## src/rtl/ab_pkg.sv

```systemverilog
// Shared definitions for the 65C02 address-bus generator: ab_op field layout,
// selector codes and the canonical sequencer encodings.
package ab_pkg;

  // Bit positions inside the 12-bit ab_op word {I,P,H,F,AHB[2:0],ABL[3:0],CI}
  localparam int AB_CI_BIT  = 0;
  localparam int AB_ABL_LSB = 1;
  localparam int AB_ABL_MSB = 4;
  localparam int AB_AHB_LSB = 5;
  localparam int AB_AHB_MSB = 7;
  localparam int AB_F_BIT   = 8;
  localparam int AB_H_BIT   = 9;
  localparam int AB_P_BIT   = 10;
  localparam int AB_I_BIT   = 11;

  typedef struct packed {
    logic       i;
    logic       p;
    logic       h;
    logic       f;
    logic [2:0] ahb;
    logic [1:0] opb;   // ABL[3:2]
    logic [1:0] opa;   // ABL[1:0]
    logic       ci;
  } ab_op_t;

  // Low-adder operand selectors
  localparam logic [1:0] OPA_ZERO  = 2'b00;
  localparam logic [1:0] OPA_ZERO1 = 2'b01;
  localparam logic [1:0] OPA_ABL   = 2'b10;
  localparam logic [1:0] OPA_REG   = 2'b11;

  localparam logic [1:0] OPB_ZERO  = 2'b00;
  localparam logic [1:0] OPB_DB    = 2'b01;
  localparam logic [1:0] OPB_AHL   = 2'b10;
  localparam logic [1:0] OPB_PCL   = 2'b11;

  // High-byte selectors
  localparam logic [2:0] AHB_ZERO    = 3'b000;
  localparam logic [2:0] AHB_RSV1    = 3'b001;
  localparam logic [2:0] AHB_STACK   = 3'b010;
  localparam logic [2:0] AHB_RSV3    = 3'b011;
  localparam logic [2:0] AHB_ABH     = 3'b100;
  localparam logic [2:0] AHB_ABH_DEC = 3'b101;
  localparam logic [2:0] AHB_PCH     = 3'b110;
  localparam logic [2:0] AHB_DB      = 3'b111;

  // Canonical encodings; don't-care I/P bits are tied to 0
  localparam logic [11:0] AB_OP_INC          = 12'b0010_100_0010_1;
  localparam logic [11:0] AB_OP_ZP_DB_REG    = 12'b1110_000_0111_0;
  localparam logic [11:0] AB_OP_PC           = 12'b0000_110_1100_0;
  localparam logic [11:0] AB_OP_IDX_STORE_PC = 12'b1110_111_1011_0;
  localparam logic [11:0] AB_OP_SP           = 12'b0100_010_0011_0;
  localparam logic [11:0] AB_OP_IDX_KEEP_PC  = 12'b0010_111_1011_0;
  localparam logic [11:0] AB_OP_SP_INC       = 12'b0110_010_0011_1;
  localparam logic [11:0] AB_OP_SP_KEEP_PC   = 12'b0000_010_0011_0;
  localparam logic [11:0] AB_OP_SP_STORE_PC1 = 12'b1110_010_0011_0;
  localparam logic [11:0] AB_OP_FF_REG       = 12'b0001_000_0011_0;
  localparam logic [11:0] AB_OP_BR_FWD       = 12'b0010_100_0110_1;
  localparam logic [11:0] AB_OP_BR_BACK      = 12'b0010_101_0110_1;

endpackage

```

## src/rtl/ab_gen_hi_sel.sv

```systemverilog
// Combinational high-byte mux/adder for the address bus. Carry from the low
// adder is folded in here; everything wraps mod 256.
module ab_hi_sel
  import ab_pkg::*;
(
  input  logic [2:0] ahb,
  input  logic       f,
  input  logic       cout,
  input  logic [7:0] ab_hi,
  input  logic [7:0] pc_hi,
  input  logic [7:0] db,
  output logic [7:0] hi
);

  logic [7:0] c8;
  assign c8 = {7'b0, cout};

  always_comb begin
    hi = 8'h00;
    case (ahb)
      AHB_ZERO:    hi = f ? 8'hFF : 8'h00;
      AHB_STACK:   hi = 8'h01;
      AHB_ABH:     hi = ab_hi + c8;
      AHB_ABH_DEC: hi = ab_hi + 8'hFF + c8;
      AHB_PCH:     hi = pc_hi + c8;
      AHB_DB:      hi = db + c8;
      default:     hi = 8'h00;   // reserved codes
    endcase
  end

endmodule

```

## src/rtl/ab_gen.sv

```systemverilog
// Registered address-bus generator: low-byte adder, AB/PC/AHL registers and
// RDY stall. AB, PC and AHL all update from pre-edge values on the same edge.
module ab_gen
  import ab_pkg::*;
#(
  parameter logic [15:0] RESET_VEC = 16'hFFFC
) (
  input  logic        clk,
  input  logic        reset,
  input  logic        RDY,
  input  logic [11:0] ab_op,
  input  logic [7:0]  DB,
  input  logic [7:0]  REG,
  output logic [15:0] AB,
  output logic [15:0] PC
);

  ab_op_t     op;
  logic [7:0] ahl;
  logic [7:0] opa, opb, hi;
  logic [8:0] lo_sum;

  assign op = ab_op_t'(ab_op);

  always_comb begin
    opa = 8'h00;
    case (op.opa)
      OPA_ABL: opa = AB[7:0];
      OPA_REG: opa = REG;
      default: opa = 8'h00;
    endcase
  end

  always_comb begin
    opb = 8'h00;
    case (op.opb)
      OPB_DB:  opb = DB;
      OPB_AHL: opb = ahl;
      OPB_PCL: opb = PC[7:0];
      default: opb = 8'h00;
    endcase
  end

  assign lo_sum = {1'b0, opa} + {1'b0, opb} + {8'b0, op.ci};

  ab_hi_sel u_hi_sel (
    .ahb   (op.ahb),
    .f     (op.f),
    .cout  (lo_sum[8]),
    .ab_hi (AB[15:8]),
    .pc_hi (PC[15:8]),
    .db    (DB),
    .hi    (hi)
  );

  always_ff @(posedge clk) begin
    if (reset) begin
      AB  <= RESET_VEC;
      PC  <= 16'h0000;
      ahl <= 8'h00;
    end else if (RDY) begin
      AB <= {hi, lo_sum[7:0]};
      if (op.h) ahl <= DB;
      if (op.p) PC <= AB + {15'b0, op.i};
    end
  end

endmodule

```

## config.mk

```make
export PLATFORM = sky130hd
export DESIGN_NAME = ab_gen
export DESIGN_NICKNAME = d
export VERILOG_FILES = /design/src/rtl/ab_pkg.sv /design/src/rtl/ab_gen_hi_sel.sv /design/src/rtl/ab_gen.sv
export SDC_FILE = /design/constraint.sdc
export NUM_CORES = 1
export LEC_CHECK = 0
export BUFFER_PORTS_ARGS = -buffer_cell sky130_fd_sc_hd__buf_2
export CORE_UTILIZATION = 59
export DETAILED_ROUTE_END_ITERATION = 12
export PLACE_DENSITY = 0.85
export SYNTH_ARGS = -nofsm -noshare
export SYNTH_HDL_FRONTEND = slang
export SYNTH_HIERARCHICAL = 1
export SYNTH_SLANG_ARGS = --single-unit
```

## constraint.sdc

```tcl
create_clock -name clk -period 11.8 [get_ports clk]
set_clock_uncertainty 0.05 [all_clocks]
set_input_delay 2.36 -clock clk [delete_from_list [all_inputs] [get_ports clk]]
set_output_delay 2.36 -clock clk [all_outputs]
set_load 0.01 [all_outputs]
```

==> After elaboration in Yosys (flattened, before gate mapping) <==
Index checks and enable logic that the tools add are counted.
W data, S select, Z words.
{ "op_classes": {"eq_ne": 10, "muxes": 4, "add_sub_neg": 8, "n_bitwise": 0, "n_reduce_logical": 3, "multipliers": 0, "n_lt_le_gt_ge": 0, "n_shift": 0, "div": 0} }
{ "op_table": {"columns": ["op", "n"], "rows": [
  ["$pmux W8 S6", 1],
  ["$add A8 B1 Y8", 4],
  ["$pmux W8 S3", 1],
  ["$add A16 B1 Y16", 1],
  ["$pmux W8 S2", 1],
  ["$eq A3 B3 Y1 const B", 4],
  ["$add A8 B8 Y9", 1],
  ["$add A9 B1 Y9", 1],
  ["$add A8 B8 Y8 const B", 1],
  ["$eq A2 B2 Y1 const B", 4],
  ["$mux W8", 1],
  ["$reduce_and A2 Y1", 2],
  ["$eq A3 B2 Y1 const B", 1],
  ["$logic_not A3 Y1", 1],
  ["$eq A2 B1 Y1 const B", 1]
]} }
{ "word_totals": {"mem_bits_rw": 0, "mem_count": 0, "mem_bits_ro": 0, "inputBits": 31, "out_inout_bits": 32, "word_cells": 28, "regBits": 40, "latch_bits": 0} }

==> Depth between registers and ports, before layout <==
{ "depth": {"depth_word": 6, "ltp_mapped": 21, "depth_no_buf": 19} }

==> Hierarchy <==
Netlist, hierarchy kept.
{ "by_module_without_submodules": {"columns": ["mod", "cells_per_inst", "seq_area_each_um2", "area_each_um2", "instances"], "rows": [
  ["ab_gen", 262, 800.8, 2267.2, 1],
  ["ab_hi_sel", 78, 0.0, 676.9, 1]
]} }

==> Worst setup path before layout <==
OpenSTA, ideal clock, no wires.
{ "synth_path": {"kind": "input-to-reg", "startpoint": "in ab_op[4]", "endpoint": "reg AB[14]", "t_required_ns": 11.634, "path_stages": 20, "setup_ns": 0.116, "t_arrival_ns": 5.673, "n_path_buf": 1, "path_slack_ns": 5.961, "cell_sequence": "clkbuf_1 -> mux2_2 -> a22o_1 -> fa_1 -> inv_1 -> fa_1 -> nor2b_1 -> o21ai_1 -> a21oi_1 -> o211ai_1 -> nand2_1 -> inv_1 -> ha_1 -> ha_1 -> nor3b_1 -> nor3b_1 -> xnor2_1 -> o221ai_1 -> mux2i_1 -> nand2_1"} }
{ "synth_via": {"elab_chain_cells": 6, "elab_cells_between_ends": 11, "classes_between": "add/sub: 6; eq/ne: 3; mux: 2"} }
{ "synth_lines": {"columns": ["element", "line", "source"], "rows": [
  ["from (decl)", "ab_gen.sv:11", "input logic [11:0] ab_op,"],
  ["$eq A2 B2 Y1 or $eq A2 B1 Y1 (tied branches)", "ab_gen.sv:36", "case (op.opb)"],
  ["$pmux W8 S3 *", "ab_gen.sv:36", null],
  ["$add A8 B8 Y9 *", "ab_gen.sv:44", "assign lo_sum = {1'b0, opa} + {1'b0, opb} + {8'b0, op.ci};"],
  ["$add A9 B1 Y9 *", "ab_gen.sv:44", null],
  ["net lo_sum[8]", "ab_gen.sv:21", "logic [8:0] lo_sum;"],
  ["$add A8 B1 Y8 (on tied branches)", null, null],
  ["$pmux W8 S6 *", "ab_gen_hi_sel.sv:20", "case (ahb)"],
  ["net hi[6]", "ab_gen.sv:20", "logic [7:0] opa, opb, hi;"],
  ["to (signal assigned)", "ab_gen.sv:62", "AB <= {hi, lo_sum[7:0]};"],
  ["to (decl)", "ab_gen.sv:14", "output logic [15:0] AB,"]
]} }
Mark *: on every way through the listed nets, which the timed path passes. The rest lies on a longest branch.
A chain may end at the register's enable or synchronous reset.

==> Final worst setup path <==
Same ends and word-level chain as after synthesis.

==> flow_metrics.py <==
metrics = {
    "run_status": {
        "status": "finished, final reports clean",
    },
    "floorplan": {
        "core_area_sq_um": 4750,
        "start_util_pct": 61.9,
        "die_w_um": 72.6,
        "num_rows": 25,
        "fp.dieH_um": 72.6,
        "die_area_sq_um": 5280,
        "pin_count": 63,
    },
    "yosys": {
        "ys_warn_count": 6,
        "async_flop_share_pct": 0,
        "synthCells": 340,
        "postSynthAreaPerCell_sq_um": 8.66,
        "synthFlopType": "dfxtp_1",
        "synth_area_sq_um": 2940,
        "syn_nets": 386,
        "netlist-cell-type-count": 60,
        "yosysTopAreaCellShare_pct": 27.2,
        "synth_edf_count": 0,
        "ys_seq_area_share_pct": 27.2,
        "ys_seq_elements": 40,
        "synth_area_leaders": "dfxtp_1, ha_1, xor2_1, mux2i_1, mux2_2",
        "yosysTopAreaCell": "dfxtp_1",
    },
    "cells_and_area": {
        "finish.instance_area_sq_um": 3320,
        "final_common_cell": "buf_2",
        "fillers": 400,
        "n_antenna_cell": 0,
        "nNetsFinal": 436,
        "postLayoutCoreUtil_pct": 69.9,
        "area_growth_pct": 12.9,
        "layout_common_cells": "buf_2, dfxtp_1, nand2_1",
        "drive_above_1_share_pct": 24.6,
        "final_cells": 457,
    },
    "detailed_routing": {
        "vias_per_cell": 6.07,
        "drt_iter0_drc": 269,
        "totalWireLength_um": 7590,
        "num_vias": 2774,
        "drc": 0,
        "wl_per_cell_um": 16.6,
        "first_pass_iters": 5,
        "ant_nets": 0,
    },
    "cts": {
        "postCtsHoldBufs": 0,
        "clock_latency_ns": 0.30,
        "clockBufferDepth": 2,
        "htreeDepth": 2,
        "clockRootBuffer": "clkbuf_8",
        "post_cts_buffers": 0,
        "cts_inserted_buffers": 5,
        "cts_resized": 0,
        "clock-sinks": 40,
        "cts_tree": "done",
        "clk_pin_slew_worst_paths_ns": 0.08,
    },
    "global_routing": {
        "grt_max_degree": 38,
        "grt_pass1_vias": 2517,
        "antenna_found_initial": 0,
        "grt_first_pass_wirelength_um": 12400,
        "grt_usage_pct": 30.8,
        "grt_overflow": 0,
    },
    "pwr": {
        "p_leak_nw": 1.45,
        "power_uw": 355,
        "pwr_density_cell_nw_per_um2": 107,
        "ir_drop_v": 0.0000757,
    },
    "timing": {
        "tightest_slew_ns": 0.963,
        "period_needed_ns": 5.90,
        "finalHoldViolations": 0,
        "timing.final.max_slew_violations": 0,
        "timing.hold.ws_ns": 0.424,
        "slew_headroom_pct": 35.8,
        "grt_setup_unrepaired": "no",
        "setup_viol": 0,
        "fin_crit_sh_pct": 50.0,
        "setup_tns_ns": 0,
        "fin_ws_ns": 5.90,
        "max_freq_ghz": 0.169,
    },
    "critical_path": {
        "arrival_ns": 6.04,
        "rr_worst_depth": 19,
        "startpoint_type": "input pin",
        "critPathRequiredTime_ns": 11.94,
        "worstPathMaxFanout": 9,
        "critPathKind": "in2reg",
        "r2r_setup_slack_ns": 7.94,
        "setup.worst_path.end_class": "flip-flop",
    },
    "placed_design": {
        "gp_congestion": 0.946,
        "dp_hpwl_um": 5690,
        "preCtsSetupSlack_ns": 5.63,
        "portBuffers": 62,
        "dpl.cell_count": 450,
        "dpl_cell_area_sq_um": 3240,
    },
    "worst_hold_path": {
        "hold_depth": 2,
        "min-delay-path-class": "reg2reg",
    },
    "job": {
        "drv_cap": 0,
    },
}
[final timing paths]
path	startpoint	endpoint
setup reg to reg	PC[0]$_SDFFE_PP0P_	AB[14]$_SDFFE_PP1P_
setup / recovery	ab_op[4]	AB[14]$_SDFFE_PP1P_
hold reg to reg	ahl[7]$_SDFFE_PP0P_	ahl[7]$_SDFFE_PP0P_
hold / removal	ahl[7]$_SDFFE_PP0P_	ahl[7]$_SDFFE_PP0P_
[flip-flops by register name (all words and copies together) (netlist names)]
register  count
AB           16
PC           16
ahl           8
[cell families (layout without fill, tap and decap cells)]
group	after synthesis	after routing	synth area share, %
mux	30	30	11.9
buf+inv	29	79	4.50
compound gates	84	84	20.4
xor+xnor	28	28	8.33
fa+ha+maj	15	15	6.89
simple gates	114	114	20.7
flops	40	40	27.2
[metal layers]
layer / vias to the layer above / part of all wire (%) / GRT usage (%)
met2: 102 / 46 / 48.7
met5: - / 0 / 0
met4: 0 / 1.9 / 10.2
li1: 1334 / - / -
met1: 1326 / 46 / 42.7
met3: 12 / 5.8 / 4.97
[cell type report]
type | count | area (sq um) | share of cell area, %
clock buffers | 5 | 68.8 | 2.07
clock inverters | 2 | 12.5 | 0.376
inverters | 10 | 37.5 | 1.13
multi-input cells | 271 | 2010 | 60.5
flip-flops and latches | 40 | 801 | 24.1
well taps | 67 | 83.8 | 2.52
repair buffers | 62 | 310 | 9.33
[where the power goes]
part / internal, mW / switching, mW
clock: 0.0401 / 0.0506
combinational: 0.0467 / 0.0561
sequential: 0.145 / 0.0163
[cells in the mapped netlist (5+ instances only)]
| master | instances |
|---|---|
| a211o_1 | 5 |
| a211oi_1 | 16 |
| a21oi_1 | 18 |
| a22o_1 | 7 |
| clkbuf_1 | 12 |
| dfxtp_1 | 40 |
| ha_1 | 13 |
| inv_1 | 9 |
| mux2_2 | 11 |
| mux2i_1 | 13 |
| nand2_1 | 30 |
| nand3_1 | 14 |
| nor2_1 | 25 |
| nor2b_1 | 15 |
| o211ai_1 | 5 |
| o21ai_0 | 11 |
| o221ai_1 | 5 |
| xnor2_1 | 13 |
| xor2_1 | 15 |
[critical path: stages]
cell and delay, ns:
buf_2 0.19, nor2b_1 0.46, a22o_1 0.26, fa_1 0.22, inv_1 0.06, fa_1 0.40
nor2b_1 0.13, o21ai_1 0.09, a21oi_1 0.21, o211ai_1 0.11, nand2_1 0.13, ha_1 0.20
ha_1 0.19, o211ai_1 0.14, nor4_1 0.35, xor2_1 0.19, o221ai_1 0.12, mux2i_1 0.15
nand2_1 0.07
Power figures use the tool's default switching activity.
